<file path="config.mk">
export PLATFORM = sky130hd
export DESIGN_NAME = coh_mem_responder
export DESIGN_NICKNAME = d
export VERILOG_FILES = /design/src/rtl/coh_mem_responder.sv
export SDC_FILE = /design/constraint.sdc
export NUM_CORES = 2
export LEC_CHECK = 0
export ABC_AREA = 1
export CORE_MARGIN = 2
export CORE_UTILIZATION = 51
export CTS_CLUSTER_SIZE = 16
export DETAILED_ROUTE_END_ITERATION = 8
export GPL_TIMING_DRIVEN = 1
export PLACE_DENSITY = 0.77
export REMOVE_ABC_BUFFERS = 1
export SYNTH_ARGS = -nofsm -noshare
export SYNTH_HDL_FRONTEND = slang
export SYNTH_SLANG_ARGS = --single-unit
</file>
<file path="constraint.sdc">
create_clock -name clk -period 43.6 [get_ports clk]
set_input_delay 8.72 -clock clk [delete_from_list [all_inputs] [get_ports clk]]
set_output_delay 8.72 -clock clk [all_outputs]
set_load 0.005 [all_outputs]
</file>
<file path="src/rtl/coh_mem_responder.sv">
// Memory-side responder for the snooping coherence bus: tracks per-line memory state and owner,
// returns line data after a fixed access latency and absorbs owner writebacks.
//
// state | meaning
// READY | idle, request port open
// LAT   | data response pending, latency down-counter running
// RESP  | resp_valid held with stable fields until resp_ready
module coh_mem_responder #(
  parameter int NUM_SETS       = 4,
  parameter int CACHELINE_SIZE = 256,
  parameter int MEM_LATENCY    = 4,
  parameter int MEM_ID         = 8
) (
  input  logic                      clk,
  input  logic                      rst,
  input  logic                      req_valid,
  output logic                      req_ready,
  input  logic [3:0]                req_source,
  input  logic [31:0]               req_addr,
  input  logic [1:0]                req_bus_tx,
  input  logic                      wb_valid,
  input  logic [31:0]               wb_addr,
  input  logic [CACHELINE_SIZE-1:0] wb_data,
  output logic                      resp_valid,
  input  logic                      resp_ready,
  output logic [3:0]                resp_source,
  output logic [3:0]                resp_destination,
  output logic                      resp_memory_flag,
  output logic [1:0]                resp_way,
  output logic [31:0]               resp_addr,
  output logic [CACHELINE_SIZE-1:0] resp_data,
  output logic [1:0]                resp_mmsg
);

  localparam int INDEX_WIDTH = (NUM_SETS > 1) ? $clog2(NUM_SETS) : 1;
  localparam logic [1:0] MSG_EXCLUSIVE = 2'd0;
  localparam logic [1:0] MSG_DATA      = 2'd1;

  typedef enum logic [1:0] {BUS_GETS = 2'd0, BUS_GETM = 2'd1, BUS_PUTM = 2'd2, BUS_NONE = 2'd3} bus_tx_t;
  typedef enum logic [2:0] {
    MEM_MI = 3'd0, MEM_MS = 3'd1, MEM_MEORM = 3'd2, MEM_MEORMD = 3'd3, MEM_MID = 3'd4, MEM_MSD = 3'd5
  } mem_state_t;
  typedef enum logic [1:0] {ST_READY = 2'd0, ST_LAT = 2'd1, ST_RESP = 2'd2} fsm_t;

  fsm_t                      state_q, state_d;
  logic [3:0]                cnt_q;
  logic [INDEX_WIDTH-1:0]    pend_idx;
  mem_state_t                line_state [NUM_SETS];
  logic [3:0]                line_owner [NUM_SETS];
  logic [CACHELINE_SIZE-1:0] line_data  [NUM_SETS];

  logic [INDEX_WIDTH-1:0] req_idx, wb_idx;
  bus_tx_t                req_tx;
  logic                   req_fire, owner_hit;
  logic                   act_resp, act_excl, act_upd;
  mem_state_t             act_state;
  logic [3:0]             act_owner;
  logic                   wb_to_ms, wb_to_mi;
  logic                   unused_bits;

  assign req_idx     = req_addr[5 +: INDEX_WIDTH];
  assign wb_idx      = wb_addr[5 +: INDEX_WIDTH];
  assign req_tx      = bus_tx_t'(req_bus_tx);
  assign unused_bits = ^{req_addr[4:0], wb_addr};

  assign req_ready = (state_q == ST_READY) &&
                     (line_state[req_idx] != MEM_MID) && (line_state[req_idx] != MEM_MSD);
  assign req_fire  = req_valid && req_ready;
  assign owner_hit = (req_source == line_owner[req_idx]);

  assign wb_to_ms = wb_valid && (line_state[wb_idx] == MEM_MSD);
  assign wb_to_mi = wb_valid && (line_state[wb_idx] == MEM_MID);

  assign resp_memory_flag = 1'b0;
  assign resp_way         = 2'b00;

  // Stale PUTMs and requests from the current owner fall through with no action.
  always_comb begin
    act_resp  = 1'b0;
    act_excl  = 1'b0;
    act_upd   = 1'b0;
    act_state = line_state[req_idx];
    act_owner = line_owner[req_idx];
    if (req_fire) begin
      case (req_tx)
        BUS_GETS: begin
          if (line_state[req_idx] == MEM_MI) begin
            act_resp  = 1'b1;
            act_excl  = 1'b1;
            act_upd   = 1'b1;
            act_state = MEM_MEORM;
            act_owner = req_source;
          end else if (line_state[req_idx] == MEM_MS) begin
            act_resp = 1'b1;
          end else if (line_state[req_idx] == MEM_MEORM && !owner_hit) begin
            act_upd   = 1'b1;
            act_state = MEM_MSD;
          end
        end
        BUS_GETM: begin
          if (line_state[req_idx] == MEM_MI || line_state[req_idx] == MEM_MS) begin
            act_resp  = 1'b1;
            act_upd   = 1'b1;
            act_state = MEM_MEORM;
            act_owner = req_source;
          end else if (line_state[req_idx] == MEM_MEORM && !owner_hit) begin
            act_upd   = 1'b1;
            act_owner = req_source;
          end
        end
        BUS_PUTM: begin
          if (line_state[req_idx] == MEM_MEORM && owner_hit) begin
            act_upd   = 1'b1;
            act_state = MEM_MID;
          end
        end
        default: ;
      endcase
    end
  end

  always_comb begin
    state_d = state_q;
    case (state_q)
      ST_READY: if (act_resp) state_d = ST_LAT;
      ST_LAT:   if (cnt_q == 4'd0) state_d = ST_RESP;
      ST_RESP:  if (resp_ready) state_d = ST_READY;
      default:  state_d = ST_READY;
    endcase
  end

  always_ff @(posedge clk or posedge rst) begin
    if (rst) begin
      state_q          <= ST_READY;
      cnt_q            <= 4'd0;
      pend_idx         <= '0;
      resp_valid       <= 1'b0;
      resp_source      <= 4'd0;
      resp_destination <= 4'd0;
      resp_addr        <= 32'd0;
      resp_data        <= '0;
      resp_mmsg        <= 2'd0;
      for (int i = 0; i < NUM_SETS; i++) begin
        line_state[i] <= MEM_MI;
        line_owner[i] <= 4'd0;
        line_data[i]  <= '0;
      end
    end else begin
      state_q <= state_d;
      if (state_q == ST_READY && act_resp) begin
        cnt_q            <= 4'(MEM_LATENCY - 1);
        pend_idx         <= req_idx;
        resp_destination <= req_source;
        resp_addr        <= {req_addr[31:5], 5'b0};
        resp_mmsg        <= act_excl ? MSG_EXCLUSIVE : MSG_DATA;
      end else if (state_q == ST_LAT && cnt_q != 4'd0) begin
        cnt_q <= cnt_q - 4'd1;
      end
      // Forward a same-edge writeback so the response never carries superseded data.
      if (state_q == ST_LAT && cnt_q == 4'd0) begin
        resp_valid  <= 1'b1;
        resp_source <= 4'(MEM_ID);
        resp_data   <= ((wb_to_ms || wb_to_mi) && wb_idx == pend_idx) ? wb_data : line_data[pend_idx];
      end
      if (state_q == ST_RESP && resp_ready) resp_valid <= 1'b0;
      if (act_upd) begin
        line_state[req_idx] <= act_state;
        line_owner[req_idx] <= act_owner;
      end
      if (wb_to_ms) begin
        line_state[wb_idx] <= MEM_MS;
        line_data[wb_idx]  <= wb_data;
      end else if (wb_to_mi) begin
        line_state[wb_idx] <= MEM_MI;
        line_owner[wb_idx] <= 4'd0;
        line_data[wb_idx]  <= wb_data;
      end
    end
  end

endmodule

</file>
======== Word level (Yosys, flattened, before mapping) ========
Cells that the tools add are included.
storage, ports and cells
  input bits .............................. 331
  bits in read-only memories .............. 0
  memories kept ........................... 0
  register bits ........................... 1351
  bits in latches ......................... 0
  memory bits (writable) .................. 0
  word-level logic and storage cells ...... 148
cells by class
  bitwise logic cells ..................... 10
  magnitude comparators ................... 5
  divide/modulo/power cells ............... 0
  shift-type cells ........................ 0
  equal/unequal tests ..................... 15
  multiplexer cells ....................... 70
  reductions and logical operators ........ 26
  multiply operators ...................... 0
  add/sub/neg operators ................... 1
operators with widths
  kind                                                       number
  two-way mux 1024 bit                                       2
  bitwise mux 1024 bit                                       1
  two-way mux 256 bit                                        4
  binary-select mux 256 bit (select 2 bit)                   1
  demux 256 bit (select 2 bit)                               1
  two-way mux 16 bit                                         3
  two-way mux 4 bit                                          10
  two-way mux 12 bit                                         3
  two-way mux 3 bit                                          12
  AND 16 bit                                                 1
  bitwise mux 16 bit                                         1
  demux 4 bit (select 2 bit)                                 2
  two-way mux 1 bit                                          16
  NOT 16 bit                                                 1
  logical AND 1 bit                                          14
  AND 12 bit                                                 1
  binary-select mux 3 bit (select 2 bit)                     2
  bitwise mux 12 bit                                         1
  demux 3 bit (select 2 bit)                                 2
  NOT 12 bit                                                 1
  greater-or-equal comparator 3 bit (second input constant)  3
  NOT 2 -> 3 bit                                             3
  case mux 3 bit (3 select lines)                            1
  AND 8 bit                                                  1
  other kinds (27)                                           40

======== Logic depth before layout (Yosys ltp) ========
  word-level depth ........................ 17
  depth in mapped cells ................... 18

======== Worst setup path before layout ========
No wires, ideal clock.
  path type ............................... input port to output port
  start ................................... input port req_addr[5]
  end ..................................... output port req_ready
  data arrival time ....................... 9.605 ns
  path buffers ............................ 1
  cell stages on the path ................. 6
  path slack .............................. 25.275 ns
  cells stage by stage .................... buf_4 > nor2_4 > inv_1 > o21ai_1 > nor2_2 > a21boi_0
on the way
  word-level cells in the longest chain between the ends .. 7
  elaborated cells between the ends (all ways) .. 8
ends and longest elaborated chain
  element                                                 RTL line  RTL
  start: declaration                                      19        input logic [31:0] req_addr,
  NOT 2 -> 3 bit (implied by the code) *                  67        (line_state[req_idx] != MEM_MID) && (line_state[req_idx] != MEM_MSD);
  binary-select mux 3 bit (select 2 bit) *                67
  two-way mux 3 bit (implied by the code) * (2 in a row)  67
  != test 3 bit                                           67
  logical AND 1 bit                                       66        assign req_ready = (state_q == ST_READY) &&
  logical AND 1 bit *                                     67
  end: declaration                                        17        output logic req_ready,
Every way passes the cells marked *; elsewhere a longest branch is shown, timed or not. The select of a mux whose other input is x is not followed.

======== Final worst setup path ========
Ends and elaborated chain as after synthesis.

==> impl_metrics.yaml <==
status:
  status: "completed"
logic_synthesis:
  synth_edf_count: 0
  ys_types: 37
  synthCells: 6878
  yosysTopAreaCell: "dfrtp_1"
  synth-seq-cells: 1348
  synth_top_area_share_pct: 57.3
  syn_area_sq_um: 58900
  synthArstFlopShare_pct: 100
  ys_seq_area_share_pct: 57.3
  netlist_top_cells_count: "nand2_1, dfrtp_1, o21ai_0"
  ys.flop_type: "dfrtp_1"
  ys_top_cells_by_area: "dfrtp_1, nand2_1, o21ai_0"
  yosys_warnings: 0
  syn_area_per_cell_sq_um: 8.57
  post-synth-top-count-cell: "nand2_1"
clocking:
  holdBufCountCts: 0
  htreeDepth: 4
  clk_pin_slew_ps: 60
  cts_tree: "built"
  cts_buffers: 140
  cts_root_buf: "clkbuf_16"
  post_cts_buffers: 0
  cts.sinks: 1348
  cts_resized: 0
  clock_latency_ps: 740
  cts_max_path_buffers: 3
timing:
  timing.fmax_mhz: 50.3
  finalCritPeriodShare_pct: 45.6
  setup_violations: 0
  fin_worst_skew_ps: 27.5
  worst_pin_slew_ps: 1150
  hold_ws_ps: 472
  hold_violations: 0
  rsz0062_at_grt: "no"
  finalCriticalPeriod_ps: 19900
  relSlewSlack_pct: 23.4
  final_max_slew_viol_count: 0
  worst_slack_ps: 23700
drt:
  vias_per_cell: 5.63
  wl_microns: 154000
  dr.pass1.iters: 8
  top_layer: "met5"
  detail_route.wl_per_cell_microns: 17.5
  wl_met1_microns: 65300
  via_count: 49400
  first_iter_violations: 4352
  wl_met2_microns: 72900
  dr_wl_met3_microns: 10600
  ant_nets: 0
  route.detailed.drc: 0
setup_path:
  endpoint_kind: "output pin"
  arrival_ps: 11180
  worst_setup_path_start_kind: "input pin"
  required_ps: 34880
  r2r-end: "line_data[150]"
  reg2reg_depth: 8
  r2r_slack_ps: 38530
  crit_path_max_fanout: 14
  r2r-start: "line_state[5]"
  worstSetupPathType: "input pin to output pin"
global_routing:
  grt_pass1_wl_microns: 249000
  first_global_vias: 48100
  grt_max_degree: 228
  antenna_found_initial: 2
  grt-ovfl-total: 0
  grt_usage_pct: 25.7
worst_hold_path:
  hold_path_depth: 2
  hold_start: "resp_addr[7]"
  hp-class: "flop to flop"
  whs_endpoint: "resp_addr[7]"
placed_design:
  place_congestion: 0.852
  placed_cells: 8514
  dpl.hpwl_microns: 88800
  pre_cts_ws_ps: 23760
  port_buffers: 586
floorplanning:
  fp.dieH_microns: 344
  row_count: 124
  ios: 634
  die_x_microns: 344
  initial_core_util_pct: 51.5
  core_area_sq_um: 115000
  die_area_sq_um: 118000
finish:
  nFillCells: 9524
  multi_input_area_sq_um: 21900
  finalNonFillerCells: 8768
  nets: 7477
  seq_area_sq_um: 33700
  drive_above_1_share_pct: 4.55
  area_growth_pct: 18.7
  finalCoreUtilization_pct: 61.1
pwr:
  p_leak_nw: 33.0
  p_sw_w: 0.00176
  p_per_area_nw_per_um2: 73.0
  total_power_w: 0.00511
  p_clk_share_pct: 24.5
  pwr-share-seq_pct: 42.2
  ir_drop_mv: 0.0437
  p_sw_share_pct: 34.4
  comb_power_share_pct: 33.3
  intPower_w: 0.00335
job:
  maxCapViolCount: 0
[cell type report]
cell class | count | share of cell area (%)
sequential | 1348 | 48.2
multi-input combinational | 4712 | 31.3
timing repair buffer | 645 | 9.14
clock buffer | 200 | 5.94
tap | 1512 | 2.70
inverter | 297 | 1.63
clock inverter | 53 | 1.01
antenna | 1 | 0.00358
[worst max-delay path, stage by stage]
cell and delay (ps):
clkdlybuf4s50_1 870, inv_2 210, nor2_2 380, a22oi_1 130
nand2_1 250, a21boi_0 130, clkdlybuf4s50_1 480
[per-stage QoR]
stage / area [sq um] / TNS, ps
after global routing: 69900 / 0
after floorplan: 56700 / -4209510
after detailed placement: 65100 / 0
after global placement: 65100 / 0
final: 69900 / 0
after CTS: 69900 / 0
[worst max path at each step]
stage,slack [ps],startpoint,end
floorplan,-3120,rst,cnt_q[0]
global placement,23790,req_addr[5],req_ready
detailed placement,23760,req_addr[5],req_ready
CTS,23750,req_addr[5],req_ready
global route,23500,req_addr[5],req_ready
finish,23700,req_addr[5],req_ready
[flip-flops by register name (all words and copies together) (netlist names)]
| name | cells |
|---|---|
| line_data | 1024 |
| resp_data | 256 |
| resp_addr | 26 |
| line_owner | 16 |
| line_state | 12 |
| cnt_q | 4 |
| resp_destination | 4 |
| state_q | 2 |
| pend_idx | 1 |
| resp_mmsg | 1 |
| resp_source | 1 |
| resp_valid | 1 |
[power groups by stage]
stage                     registers [W]  clock network [W]  logic (W)
final                           0.00216            0.00125    0.00170
after global routing            0.00222            0.00132    0.00192
after CTS                       0.00215            0.00127    0.00171
after detailed placement        0.00216                  0    0.00169
after global placement          0.00214                  0    0.00164
after floorplan                 0.00220                  0    0.00113
[layout by cell type, fill, tap and decap left out, types with 26 or more instances in the layout]
cell and count:
buf_4 52, clkinv_2 26, clkbuf_16 145, o21ai_1 226, dfrtp_1 1346, clkdlybuf4s50_1 586
o21ai_0 1077, clkbuf_8 32, a32o_1 256, inv_1 287, a21oi_1 518, nand2_1 2522
[kinds of logic (layout without fill, tap and decap cells)]
logic type	after synthesis	count (layout)	synth area share, %
AOI/OAI and AO/OA	2106	2106	20.3
xor gates and xnor gates	2	2	0.0297
adders and majority gates	2	2	0.0425
buffers and inverters	829	1195	5.66
DFF	1348	1348	57.3
other	1	13	0.00637
and+or+nand+nor	2590	2590	16.7
[per-layer routing]
layer / global-route usage [%] / vias to the layer above
li1: - / 23300
met1: 34.7 / 24000
met2: 41.9 / 1736
met3: 4.53 / 280
met4: 9.65 / 2
met5: 0 / -
Note: power is estimated with default switching activity, not from simulation.
